==> config.mk <==
export PLATFORM = sky130hd
export DESIGN_NAME = move_rate_gen
export DESIGN_NICKNAME = d
export VERILOG_FILES = /design/src/rtl/move_rate_pkg.sv /design/src/rtl/rate_chan.sv /design/src/rtl/move_rate_gen.sv
export SDC_FILE = /design/constraint.sdc
export NUM_CORES = 1
export LEC_CHECK = 0
export BUFFER_PORTS_ARGS = -buffer_cell sky130_fd_sc_hd__buf_2
export CORE_MARGIN = 2
export CORE_UTILIZATION = 51
export CTS_CLUSTER_DIAMETER = 150
export DETAILED_ROUTE_END_ITERATION = 7
export GPL_TIMING_DRIVEN = 0
export PLACE_DENSITY = 0.69
export SETUP_SLACK_MARGIN = 0.2
export SYNTH_ARGS = -nofsm -noshare
export SYNTH_HDL_FRONTEND = slang
export SYNTH_SLANG_ARGS = --single-unit
==> constraint.sdc <==
create_clock -name Clk_In -period 4.5 [get_ports Clk_In]
set_input_delay 0 -clock Clk_In [delete_from_list [all_inputs] [get_ports Clk_In]]
set_output_delay 0 -clock Clk_In [all_outputs]
set_load 0.005 [all_outputs]
==> src/rtl/move_rate_pkg.sv <==
// Shared constants and helpers for the move_rate_gen rate generator.
// DIV_MIN is the smallest divisor a channel can run with; hz_to_div turns
// a requested output rate into a divisor for a given clock frequency.
package move_rate_pkg;

  localparam int unsigned DIV_MIN    = 2;
  localparam int unsigned CLK_HZ_DEF = 100_000_000;
  localparam int unsigned DEF_HZ_DEF = 10;

  // Cycles per output period for the requested rate, never below DIV_MIN
  function automatic int unsigned hz_to_div(input int unsigned clk_hz,
                                            input int unsigned hz);
    int unsigned div;
    if (hz == 0) begin
      div = clk_hz;
    end else begin
      div = clk_hz / hz;
    end
    if (div < DIV_MIN) begin
      div = DIV_MIN;
    end
    return div;
  endfunction

endpackage

==> src/rtl/rate_chan.sv <==
// One rate channel: free-running period counter with an active divisor and
// a single pending-divisor slot. A pending divisor is only swapped in at a
// period boundary (or immediately while the channel is stopped) so that a
// period never mixes two divisors. tick and level are registered.
module rate_chan import move_rate_pkg::*; #(
  parameter int unsigned      DIV_W   = 27,
  parameter logic [DIV_W-1:0] DEF_DIV = DIV_W'(10)
) (
  input  logic             clk,
  input  logic             rst_n,
  input  logic             en,
  input  logic             sync,
  input  logic             load,
  input  logic [DIV_W-1:0] load_div,
  output logic             pending,
  output logic             tick,
  output logic             level
);

  logic [DIV_W-1:0] cnt;
  logic [DIV_W-1:0] div;
  logic [DIV_W-1:0] pend_div;
  logic [DIV_W-1:0] load_clamped;
  logic [DIV_W:0]   half;
  logic             at_end;
  logic             wrap;
  logic             apply;

  assign load_clamped = (load_div < DIV_W'(DIV_MIN)) ? DIV_W'(DIV_MIN) : load_div;

  // ceil(div/2), one bit wider so div at full scale cannot overflow
  assign half   = ({1'b0, div} + (DIV_W+1)'(1)) >> 1;
  assign at_end = (cnt == div - DIV_W'(1));
  assign wrap   = en && at_end;
  assign apply  = pending && (!en || wrap || sync);

  // Period counter: held at 0 while stopped, restarts on wrap or sync
  always_ff @(posedge clk or negedge rst_n) begin
    if (!rst_n) begin
      cnt <= '0;
    end else if (!en || wrap || sync) begin
      cnt <= '0;
    end else begin
      cnt <= cnt + DIV_W'(1);
    end
  end

  // Active divisor and pending slot; load only reaches here when the slot is empty
  always_ff @(posedge clk or negedge rst_n) begin
    if (!rst_n) begin
      div      <= DEF_DIV;
      pend_div <= DEF_DIV;
      pending  <= 1'b0;
    end else if (apply) begin
      div     <= pend_div;
      pending <= 1'b0;
    end else if (load) begin
      pend_div <= load_clamped;
      pending  <= 1'b1;
    end
  end

  // Registered outputs derived from the counter state of the previous cycle
  always_ff @(posedge clk or negedge rst_n) begin
    if (!rst_n) begin
      tick  <= 1'b0;
      level <= 1'b0;
    end else begin
      tick  <= wrap && !sync;
      level <= en && ({1'b0, cnt} < half);
    end
  end

  a_cnt_in_range : assert property (@(posedge clk) disable iff (!rst_n) cnt < div);
  a_div_min      : assert property (@(posedge clk) disable iff (!rst_n) div >= DIV_W'(DIV_MIN));

endmodule

==> src/rtl/move_rate_gen.sv <==
// move_rate_gen: CH independent programmable rate generators, each giving a
// one-cycle tick per period and a square-wave level. Divisors are loaded per
// channel through a valid/ready port; loads to channels that do not exist
// are accepted and dropped.
// Optional feature: define RATE_GEN_SYNC_EN to add the sync input, which
// restarts every enabled channel together (phase alignment).
module move_rate_gen import move_rate_pkg::*; #(
  parameter int unsigned CH     = 4,
  parameter int unsigned DIV_W  = 27,
  parameter int unsigned CLK_HZ = CLK_HZ_DEF,
  parameter int unsigned DEF_HZ = DEF_HZ_DEF
) (
  input  logic                                    Clk_In,
  input  logic                                    rst,
  input  logic [CH-1:0]                           ch_en,
  input  logic                                    cfg_valid,
  input  logic [((CH > 1) ? $clog2(CH) : 1)-1:0]  cfg_ch,
  input  logic [DIV_W-1:0]                        cfg_div,
`ifdef RATE_GEN_SYNC_EN
  input  logic                                    sync,
`endif
  output logic                                    cfg_ready,
  output logic [CH-1:0]                           tick,
  output logic [CH-1:0]                           level
);

  localparam int unsigned      CH_W    = (CH > 1) ? $clog2(CH) : 1;
  localparam logic [DIV_W-1:0] DEF_DIV = DIV_W'(hz_to_div(CLK_HZ, DEF_HZ));

  logic          sync_i;
  logic [CH-1:0] hit;
  logic [CH-1:0] load;
  logic [CH-1:0] pending;

`ifdef RATE_GEN_SYNC_EN
  assign sync_i = sync;
`else
  assign sync_i = 1'b0;
`endif

  // An out-of-range cfg_ch matches no channel, so it reads as ready and loads nothing
  assign cfg_ready = ~|(hit & pending);

  for (genvar g = 0; g < CH; g++) begin : g_chan
    assign hit[g]  = (cfg_ch == CH_W'(g));
    assign load[g] = cfg_valid && hit[g] && !pending[g];

    rate_chan #(
      .DIV_W   (DIV_W),
      .DEF_DIV (DEF_DIV)
    ) u_chan (
      .clk      (Clk_In),
      .rst_n    (rst),
      .en       (ch_en[g]),
      .sync     (sync_i),
      .load     (load[g]),
      .load_div (cfg_div),
      .pending  (pending[g]),
      .tick     (tick[g]),
      .level    (level[g])
    );
  end

endmodule

==> impl_summary.log, run 1 <==
[metrics] result of the run: finished clean
[metrics] WP data required: 4.96 ns
[metrics] DRT antenna net count: 0
[metrics] fraction of registers with async set or reset after synthesis: 100%
[metrics] cell with the largest stage delay on the worst path: sky130_fd_sc_hd__clkbuf_1
[metrics] Top Ports: 45
[metrics] worst reg2reg endpoint: g_chan[2].u_chan.level
[metrics] dominant cells by area after synthesis: sky130_fd_sc_hd__dfrtp_1, sky130_fd_sc_hd__mux2_2, sky130_fd_sc_hd__dfstp_2, sky130_fd_sc_hd__xnor2_1, sky130_fd_sc_hd__ha_1
[metrics] cell repeated most along the worst path: sky130_fd_sc_hd__a21o_1
[metrics] Placed Area: 23,200 sq um
[metrics] number of antenna violations at the first check in global routing: 1
[metrics] post-DP HPWL: 39.8 mm
[metrics] post-route worst hold slack: 0.0891 ns
[metrics] CP max FO: 9
[metrics] max capacitance violation total: 0
[metrics] core area: between 40,000 and 50,000 sq um
[metrics] largest net degree at the start of global routing: roughly 130
[metrics] worst skew pair latency: 0.57 ns
[metrics] depth of the most critical reg-to-reg path: 17
[metrics] clock-pin slew on the worst setup and hold paths: 0.06 ns
[metrics] cts bufs inserted: 37
[metrics] Ys Warns: 0
[metrics] total number of clock tree sinks: 336
[metrics] maximum cell stage delay along the critical path: 0.36 ns
[metrics] dominant cell type by area after synthesis: sky130_fd_sc_hd__dfrtp_1
[metrics] share of layout cells above drive strength 1: approximately 17%
[metrics] leakage component of the power: 10.6 nW
[metrics] cell area power density: around 500 nW/um^2
[metrics] Root Driver: sky130_fd_sc_hd__clkbuf_16
[metrics] die boundary width: 212 microns
[metrics] DR WL/cell: 17.9 microns
[metrics] EDFF count, synth: 0
[metrics] area of the mapped netlist: 22,100 sq um
[metrics] crit path launch type: register
[metrics] final instance count without filler cells: 3,017
[metrics] Die Y-Extent: 212 microns
[metrics] RePlAce Congestion: between 0.9 and 1
[metrics] Synth-to-Final Area Change: 12.6%
[metrics] XOR/XNOR share of the synthesized area: approximately 13%
[metrics] global route total overflow: 0
[metrics] global-route wire length before repair: between 80 and 90 mm
[metrics] number of design rule violations left after detail routing: 0
[metrics] clock tree from TritonCTS: built
[metrics] number of vias in the routed layout: 17,356
[metrics] floorplan row count: 76
[metrics] Syn Area/Cell: 9.72 sq um
[metrics] post-synthesis share of cell area spent on and, or, nand and nor gates: between 20% and 30%
[metrics] Bufs on Longest Clock Path: 3
[metrics] sequential element share of the synthesized area: 38.3%
[metrics] Post-Synthesis Cells: 2,278
[metrics] count of inserted antenna diode cells: 0
[metrics] upper clock frequency limit: 243 MHz
[metrics] startpoint of the worst-slack reg-to-reg timing path: g_chan[2].u_chan.div[5]
[metrics] vias per inst: about 5.8
[metrics] post-synthesis net count: around 2,400
[metrics] fraction of synthesized cell area taken by the top area cell type: 30.8%
[metrics] dominant combinational cell family by area after synthesis: simple AND/OR/NAND/NOR gates
[metrics] Net count, final: 2,555
[metrics] number of max-slew violations in the final report: 0
[metrics] number of global-route vias before repair: 17,080
[metrics] fin crit period: 4.11 ns
[metrics] Detailed Route WL: 53.9 mm
[metrics] Arr. time, crit path: 4.57 ns
[metrics] final setup violation count: 0
[metrics] Die Footprint: 45,100 sq um
[metrics] Synth Area in Adders: under 10%
[metrics] number of violations reported at the end of detailed-routing iteration 0: 1,145
[metrics] mux cell area share after synthesis: 10.3%
[metrics] class of the most critical setup path: register to register
[metrics] hold crit path type: input port to async pin
[metrics] synth unique cells: 83
[metrics] Post-Route Skew: 0.0214 ns
[metrics] compound-gate portion of the synthesized area: between 7 and 8%
[metrics] post-layout instance area: 24,900 sq um
[metrics] worst-margin pin slew: 1.09 ns
[metrics] final number of hold-violating endpoints: 0
[metrics] Crit. End Element: register
[metrics] flops & latches, synth: 336
[metrics] flop2flop setup slack: 0.39 ns
[metrics] most frequently used flop master after synthesis: sky130_fd_sc_hd__dfrtp_1
[metrics] final cycle utilization of the critical path: between 90% and 100%
[metrics] total placed cells including tap cells: 2,909
[metrics] RSZ-0062 raised after global routing: no
[metrics] H-Tree Level Count: 2
[metrics] remaining max-slew budget at the tightest pin: about a quarter
[metrics] peak supply drop: 272 uV
[metrics] Initial Utilization: 51.5%
[metrics] port bufs: 44
[metrics] cell-by-cell trace of the critical path: clkbuf_1 > nand3_1 > or3_1 > nor2_1 > and2_1 > and3_1 > nand2_1 > xor2_1 > ha_1 > a21o_1 > a21o_1 > a21o_1 > a21o_1 > a21o_1 > a21o_1 > a221o_1 > a31oi_1
[metrics] length of the first detailed-routing pass in iterations: 6
[metrics] global-route usage over all layers: 24.5%
## area by class of cell
cell class              count  area (sq um)
clock buffers              51          1060
repair buffers             87           683
flip-flops and latches    336          8490
plain buffers             133           581
well taps                 585           732
clock inverters            17           245
fillers                  3783         18100
inverters                  48           180
multi-input cells        1760         12900
## state kept, by name, indices dropped and copies added, names as in the netlist
register,flops
g_chan.u_chan.cnt,108
g_chan.u_chan.pending,4
g_chan.u_chan.level,4
g_chan.u_chan.tick,4
g_chan.u_chan.div,108
g_chan.u_chan.pend_div,108
## cells in the final DEF (no fill, tap or decap), types with 7 or more instances in the layout
master	n
sky130_fd_sc_hd__xor2_1	141
sky130_fd_sc_hd__a21oi_1	33
sky130_fd_sc_hd__mux2_1	10
sky130_fd_sc_hd__or3_1	25
sky130_fd_sc_hd__o211ai_1	14
sky130_fd_sc_hd__clkbuf_16	39
sky130_fd_sc_hd__dfrtp_1	272
sky130_fd_sc_hd__nand3_1	93
sky130_fd_sc_hd__mux2_4	19
sky130_fd_sc_hd__ha_1	116
sky130_fd_sc_hd__nor3_1	76
sky130_fd_sc_hd__nor4_1	33
sky130_fd_sc_hd__nor2b_1	23
sky130_fd_sc_hd__clkinv_2	8
sky130_fd_sc_hd__nor2_1	183
sky130_fd_sc_hd__buf_1	7
sky130_fd_sc_hd__clkbuf_1	108
sky130_fd_sc_hd__dfstp_2	64
sky130_fd_sc_hd__nand4b_1	9
sky130_fd_sc_hd__nand4_1	62
sky130_fd_sc_hd__buf_4	17
sky130_fd_sc_hd__a21o_1	44
sky130_fd_sc_hd__o21ai_0	40
sky130_fd_sc_hd__and4_1	13
sky130_fd_sc_hd__mux2i_1	14
sky130_fd_sc_hd__buf_2	52
sky130_fd_sc_hd__nor4b_1	16
sky130_fd_sc_hd__inv_1	47
sky130_fd_sc_hd__a31oi_1	7
sky130_fd_sc_hd__nand2b_1	19
sky130_fd_sc_hd__or4_1	18
sky130_fd_sc_hd__o21a_1	7
sky130_fd_sc_hd__mux2_2	155
sky130_fd_sc_hd__xnor2_1	185
sky130_fd_sc_hd__or2_2	11
sky130_fd_sc_hd__nand2_1	199
sky130_fd_sc_hd__and2_1	8
sky130_fd_sc_hd__and3_1	77
sky130_fd_sc_hd__dlygate4sd3_1	36
## repair_timing
| item | 4_1_cts | 5_1_grt |
|---|---|---|
| setup buffers | 3 | 2 |
| cloned | 0 | 0 |
| hold endpoints to repair | 233 | 0 |
| hold buffers | 36 | 0 |
| pin swaps | 1 | 2 |
| setup endpoints to repair | 69 | 108 |
| resized for setup | 1 | 10 |
## layer usage
layer  up-vias  routed length, microns  GRT usage [%]
li1       8334                       -              -
met1      8514                   24800           33.2
met2       386                   25100           40.5
met3       122                    1980           2.54
met4         0                    2100           9.93
met5         -                       0              0
## cell usage after synthesis (6+ instances only)
cell type / n
sky130_fd_sc_hd__nor4_2: 6
sky130_fd_sc_hd__o31ai_1: 7
sky130_fd_sc_hd__nor4_1: 33
sky130_fd_sc_hd__ha_1: 116
sky130_fd_sc_hd__nor4b_1: 16
sky130_fd_sc_hd__dfstp_2: 64
sky130_fd_sc_hd__o211ai_1: 14
sky130_fd_sc_hd__xnor2_1: 185
sky130_fd_sc_hd__a21oi_1: 33
sky130_fd_sc_hd__nand4_1: 62
sky130_fd_sc_hd__or4_1: 18
sky130_fd_sc_hd__and3_1: 77
sky130_fd_sc_hd__and4_1: 13
sky130_fd_sc_hd__nand3_1: 93
sky130_fd_sc_hd__mux2_4: 19
sky130_fd_sc_hd__and2_1: 8
sky130_fd_sc_hd__buf_2: 9
sky130_fd_sc_hd__clkbuf_1: 103
sky130_fd_sc_hd__nor2_1: 183
sky130_fd_sc_hd__buf_4: 12
sky130_fd_sc_hd__or2_2: 11
sky130_fd_sc_hd__mux2i_1: 14
sky130_fd_sc_hd__xor2_1: 141
sky130_fd_sc_hd__a31oi_1: 7
sky130_fd_sc_hd__nand4b_1: 9
sky130_fd_sc_hd__buf_1: 7
sky130_fd_sc_hd__dfrtp_1: 272
sky130_fd_sc_hd__nor2b_1: 23
sky130_fd_sc_hd__mux2_2: 155
sky130_fd_sc_hd__inv_1: 47
sky130_fd_sc_hd__mux2_1: 10
sky130_fd_sc_hd__or3_1: 25
sky130_fd_sc_hd__a211oi_1: 6
sky130_fd_sc_hd__nand2_1: 199
sky130_fd_sc_hd__a21o_1: 44
sky130_fd_sc_hd__nand2b_1: 19
sky130_fd_sc_hd__nor3_1: 77
sky130_fd_sc_hd__o21ai_0: 40
sky130_fd_sc_hd__o21a_1: 7
## critical path, delay by kind of cell, from the launching register on
family	cells	cell delay [ns]
compound gates	8	1.51
xor+xnor	1	0.15
fa+ha+maj	1	0.32
buf+inv	1	0.36
flops	1	0.33
simple gates	6	1.33
## how the worst max path moves through the flow
stage	from	to	slack, ns	cells past startpoint
after detailed placement	g_chan[3].u_chan.div[0]	g_chan[3].u_chan.div[18]	0.002	12
final	g_chan[2].u_chan.div[5]	g_chan[2].u_chan.level	0.39	17
after floorplan	g_chan[2].u_chan.div[7]	g_chan[2].u_chan.level	0.75	17
after global placement	rst	g_chan[2].u_chan.level	-2.79	1
after CTS	g_chan[3].u_chan.div[0]	g_chan[3].u_chan.cnt[25]	-0.02	12
after global routing	g_chan[1].u_chan.div[10]	g_chan[1].u_chan.cnt[11]	0.20	11
## kinds of logic (layout without fill, tap and decap cells)
group           Yosys count  after routing
buf+inv                 182            336
simple gates            900            900
fa+ha+maj               117            117
mux                     198            198
compound gates          219            219
flops                   336            336
xor+xnor                326            326
## through the flow
step	total power [mW]	setup TNS, ns	setup WS (ns)	utilization [%]
final	12.6	0	0.393	58.0
after global routing	13.4	0	0.201	58.0
after CTS	12.6	-0.0837	-0.0182	57.8
after detailed placement	9.23	0	0.00228	53.9
after global placement	9.03	-787.23	-2.79	53.7
after floorplan	8.04	0	0.753	-
## power by group
group | total [mW] | switching (mW) | internal [mW]
sequential | 4.40 | 0.566 | 3.83
combinational | 4.92 | 2.78 | 2.13
clock | 3.26 | 1.26 | 2.00
total | 12.6 | 4.61 | 7.97
No activity file was read; power rests on OpenSTA's default activity.
==> inputs of run 2 (changes only) <==
- CORE_ASPECT_RATIO: default -> 0.7
==> run 2 against run 1 <==
Die area barely moved. Non-clock buffer count rose by 3. Combinational power rose by 1%. Largest cell class unchanged. Routed wire length rose by 3.4%. First-iteration DRC count rose by 22%. Largest power group unchanged. Total power fell by 1.0%. Sequential power barely moved.
==> impl_summary.log, run 2 (synthesized netlist as in run 1, its figures left out) <==
[metrics] cts bufs inserted: 34 (was 37)
[metrics] vias per inst: 5.81 (was 5.75)
[metrics] Detailed Route WL: 55.8 mm (was 53.9 mm)
[metrics] cell with the largest stage delay on the worst path: sky130_fd_sc_hd__or4_4 (was sky130_fd_sc_hd__clkbuf_1)
[metrics] RePlAce Congestion: 0.905 (was 0.908)
[metrics] worst-margin pin slew: 1.40 ns (was 1.09 ns)
[metrics] Post-Route Skew: 0.0188 ns (was 0.0214 ns)
[metrics] cell area power density: 502 nW/um^2 (was 505 nW/um^2)
[metrics] maximum cell stage delay along the critical path: 0.53 ns (was 0.36 ns)
[metrics] upper clock frequency limit: 246 MHz (was 243 MHz)
[metrics] switching power summed over all nets: 4.64 mW (was 4.61 mW)
[metrics] Crit. End Element: register (unchanged)
[metrics] leakage component of the power: 10.5 nW (was 10.6 nW)
[metrics] wire length on met2: 24.3 mm (was 25.1 mm)
[metrics] core area: 42,600 sq um (was 43,000 sq um)
[metrics] number of buffers and inverters on the critical path: 4 (was 1)
[metrics] final cycle utilization of the critical path: 90.4% (was 91.3%)
[metrics] clock-pin slew on the worst setup and hold paths: 0.06 ns (about the same)
[metrics] RSZ-0062 raised after global routing: no (unchanged)
[metrics] sequential group share of total power: 35.2% (was 35.0%)
[metrics] worst reg2reg endpoint: g_chan[2].u_chan.div[16] (was g_chan[2].u_chan.level)
[metrics] cell repeated most along the worst path: sky130_fd_sc_hd__buf_2 (was sky130_fd_sc_hd__a21o_1)
[metrics] remaining max-slew budget at the tightest pin: 5.94% (was 26.4%)
[metrics] Synth-to-Final Area Change: 12.0% (was 12.6%)
[metrics] post-route worst hold slack: 0.137 ns (was 0.0891 ns)
[metrics] Met1 Wirelength: 27.0 mm (was 24.8 mm)
[metrics] number of antenna violations at the first check in global routing: 3 (was 1)
[metrics] PnR worst setup slack: 0.434 ns (was 0.393 ns)
[metrics] peak supply drop: 340 uV (was 272 uV)
[metrics] max capacitance violation total: 0 (unchanged)
[metrics] H-Tree Level Count: 2 (unchanged)
[metrics] post-layout total power: 12.4 mW (was 12.6 mW)
[metrics] flop2flop setup slack: 0.43 ns (was 0.39 ns)
[metrics] clock power share: 24.9% (was 25.9%)
[metrics] crit path launch type: register (unchanged)
[metrics] fill cell instance count of the final layout: 3,674 (was 3,783)
[metrics] cell-by-cell trace of the critical path: buf_2 > or4_1 > clkbuf_1 > or4_4 > or3_1 > o31ai_1 > o2111ai_1 > and4bb_1 > buf_4 > o21ai_4 > buf_2 > mux2_1 (was clkbuf_1 > nand3_1 > or3_1 > nor2_1 > and2_1 > and3_1 > nand2_1 > xor2_1 > ha_1 > a21o_1 > a21o_1 > a21o_1 > a21o_1 > a21o_1 > a21o_1 > a221o_1 > a31oi_1)
[metrics] largest net degree at the start of global routing: 123 (was 128)
[metrics] Bufs on Longest Clock Path: 3 (unchanged)
[metrics] hold crit path type: input port to async pin (unchanged)
[metrics] DRT antenna net count: 0 (unchanged)
[metrics] Arr. time, crit path: 4.47 ns (was 4.57 ns)
[metrics] Top Ports: 45 (unchanged)
[metrics] fin crit period: 4.07 ns (was 4.11 ns)
[metrics] port bufs: 44 (unchanged)
[metrics] most common library cell in the layout ignoring fill and taps: sky130_fd_sc_hd__dfrtp_1 (unchanged)
[metrics] leading cell types in the layout, fill and taps excluded: sky130_fd_sc_hd__dfrtp_1, sky130_fd_sc_hd__nand2_1, sky130_fd_sc_hd__xnor2_1, sky130_fd_sc_hd__nor2_1, sky130_fd_sc_hd__mux2_2 (unchanged)
[metrics] number of violations reported at the end of detailed-routing iteration 0: 1,393 (was 1,145)
[metrics] total number of clock tree sinks: 336 (unchanged)
[metrics] WP data required: 4.91 ns (was 4.96 ns)
[metrics] wire length on met3: 3.72 mm (was 1.98 mm)
[metrics] share of layout cells above drive strength 1: 17.0% (was 16.8%)
[metrics] number of max-slew violations in the final report: 0 (unchanged)
[metrics] power share of the combinational group: 39.9% (was 39.1%)
[metrics] clock tree from TritonCTS: built (unchanged)
[metrics] depth of the most critical reg-to-reg path: 12 (was 17)
[metrics] DR WL/cell: 18.7 microns (was 17.9 microns)
[metrics] Die Y-Extent: 178 microns (was 212 microns)
[metrics] length of the first detailed-routing pass in iterations: 5 (was 6)
[metrics] global route total overflow: 0 (unchanged)
[metrics] global-route wire length before repair: 89.3 mm (was 88.4 mm)
[metrics] post-layout instance area: 24,800 sq um (was 24,900 sq um)
[metrics] final number of hold-violating endpoints: 0 (unchanged)
[metrics] Placed Area: 23,100 sq um (was 23,200 sq um)
[metrics] setup total negative slack: 0 ns (unchanged)
[metrics] Die Footprint: 45,100 sq um (about the same)
[metrics] registers with the most flip-flops: g_chan.u_chan.cnt: 108 flops, g_chan.u_chan.div: 108 flops, g_chan.u_chan.pend_div: 108 flops (unchanged)
[metrics] post-DP HPWL: 41.3 mm (was 39.8 mm)
[metrics] topmost layer with routed signal wires: met4 (unchanged)
[metrics] die boundary width: 253 microns (was 212 microns)
[metrics] fraction of power spent switching nets: 37.3% (was 36.7%)
[metrics] startpoint of the worst-slack reg-to-reg timing path: g_chan[2].u_chan.div[12] (was g_chan[2].u_chan.div[5])
[metrics] Root Driver: sky130_fd_sc_hd__clkbuf_16 (unchanged)
[metrics] CP max FO: 10 (was 9)
[metrics] floorplan row count: 63 (was 76)
[metrics] global-route usage over all layers: 24.8% (was 24.5%)
[metrics] result of the run: finished clean (unchanged)
[metrics] worst setup slack after placement: -0.0711 ns (was 0.00228 ns)
[metrics] class of the most critical setup path: register to register (unchanged)
[metrics] final core area utilization: 58.3% (was 58.0%)
[metrics] final setup violation count: 0 (unchanged)
[metrics] total placed cells including tap cells: 2,877 (was 2,909)
[metrics] final instance count without filler cells: 2,982 (was 3,017)
[metrics] Initial Utilization: 52.0% (was 51.5%)
[metrics] number of vias in the routed layout: 17,337 (was 17,356)
[metrics] number of design rule violations left after detail routing: 0 (unchanged)
[metrics] number of global-route vias before repair: 16,631 (was 17,080)
[metrics] Net count, final: 2,555 (unchanged)
[metrics] worst skew pair latency: 0.54 ns (was 0.57 ns)
[metrics] cell family contributing the most delay on the critical path: simple AND/OR/NAND/NOR gates (was compound AO/OA/AOI/OAI gates)
[metrics] Internal: 7.81 mW (was 7.97 mW)
[run 2: timing repair]
| action | 4_1_cts | 5_1_grt |
|---|---|---|
| buffers inserted | 4 | 3 |
| gates resized for setup | 3 | 19 |
| pin swaps | 1 | 2 |
| endpoints found under the setup margin | 57 | 124 |
| hold endpoints to repair | 233 | 0 |
| hold buffers | 36 | 0 |
[run 2: power by group through the flow]
stage               Clock [mW]  Combinational (mW)  Sequential, mW
finish                    3.10                4.97            4.38
detailed placement           0                4.85            4.41
global route              3.28                5.49            4.47
CTS                       3.17                4.92            4.36
floorplan                    0                3.81            4.23
global placement             0                4.68            4.38
[run 2: worst max-delay path by stage]
stage                        startpoint                       end  slack (ns)  depth (start not counted)
6_report       g_chan[2].u_chan.div[12]  g_chan[2].u_chan.div[16]        0.43                         12
5_1_grt         g_chan[3].u_chan.div[0]  g_chan[3].u_chan.div[14]        0.15                         12
2_1_floorplan   g_chan[2].u_chan.div[7]    g_chan[2].u_chan.level        0.75                         17
3_3_place_gp                        rst     g_chan[0].u_chan.tick       -2.85                          1
4_1_cts         g_chan[3].u_chan.div[0]   g_chan[3].u_chan.div[8]        0.24                         12
3_5_place_dp    g_chan[0].u_chan.div[4]  g_chan[0].u_chan.div[21]       -0.07                         10
[run 2: metal layers]
metal / up-vias / track usage (%)
li1: 8301 / -
met1: 8578 / 36.5
met2: 405 / 38.3
met3: 53 / 5.01
met4: 0 / 4.27
met5: - / 0
[run 2: cell type report]
| type | count | area [sq um] | share of cell area [%] |
|---|---|---|---|
| Tap cell | 552 | 691 | 2.79 |
| Multi-Input combinational cell | 1760 | 12900 | 52.2 |
| Antenna cell | 1 | 2.50 | 0.0101 |
| Timing Repair Buffer | 90 | 703 | 2.84 |
| Buffer | 133 | 586 | 2.36 |
| Sequential cell | 336 | 8490 | 34.2 |
| Clock buffer | 51 | 1040 | 4.19 |
| Clock inverter | 11 | 166 | 0.671 |
| Inverter | 48 | 180 | 0.727 |
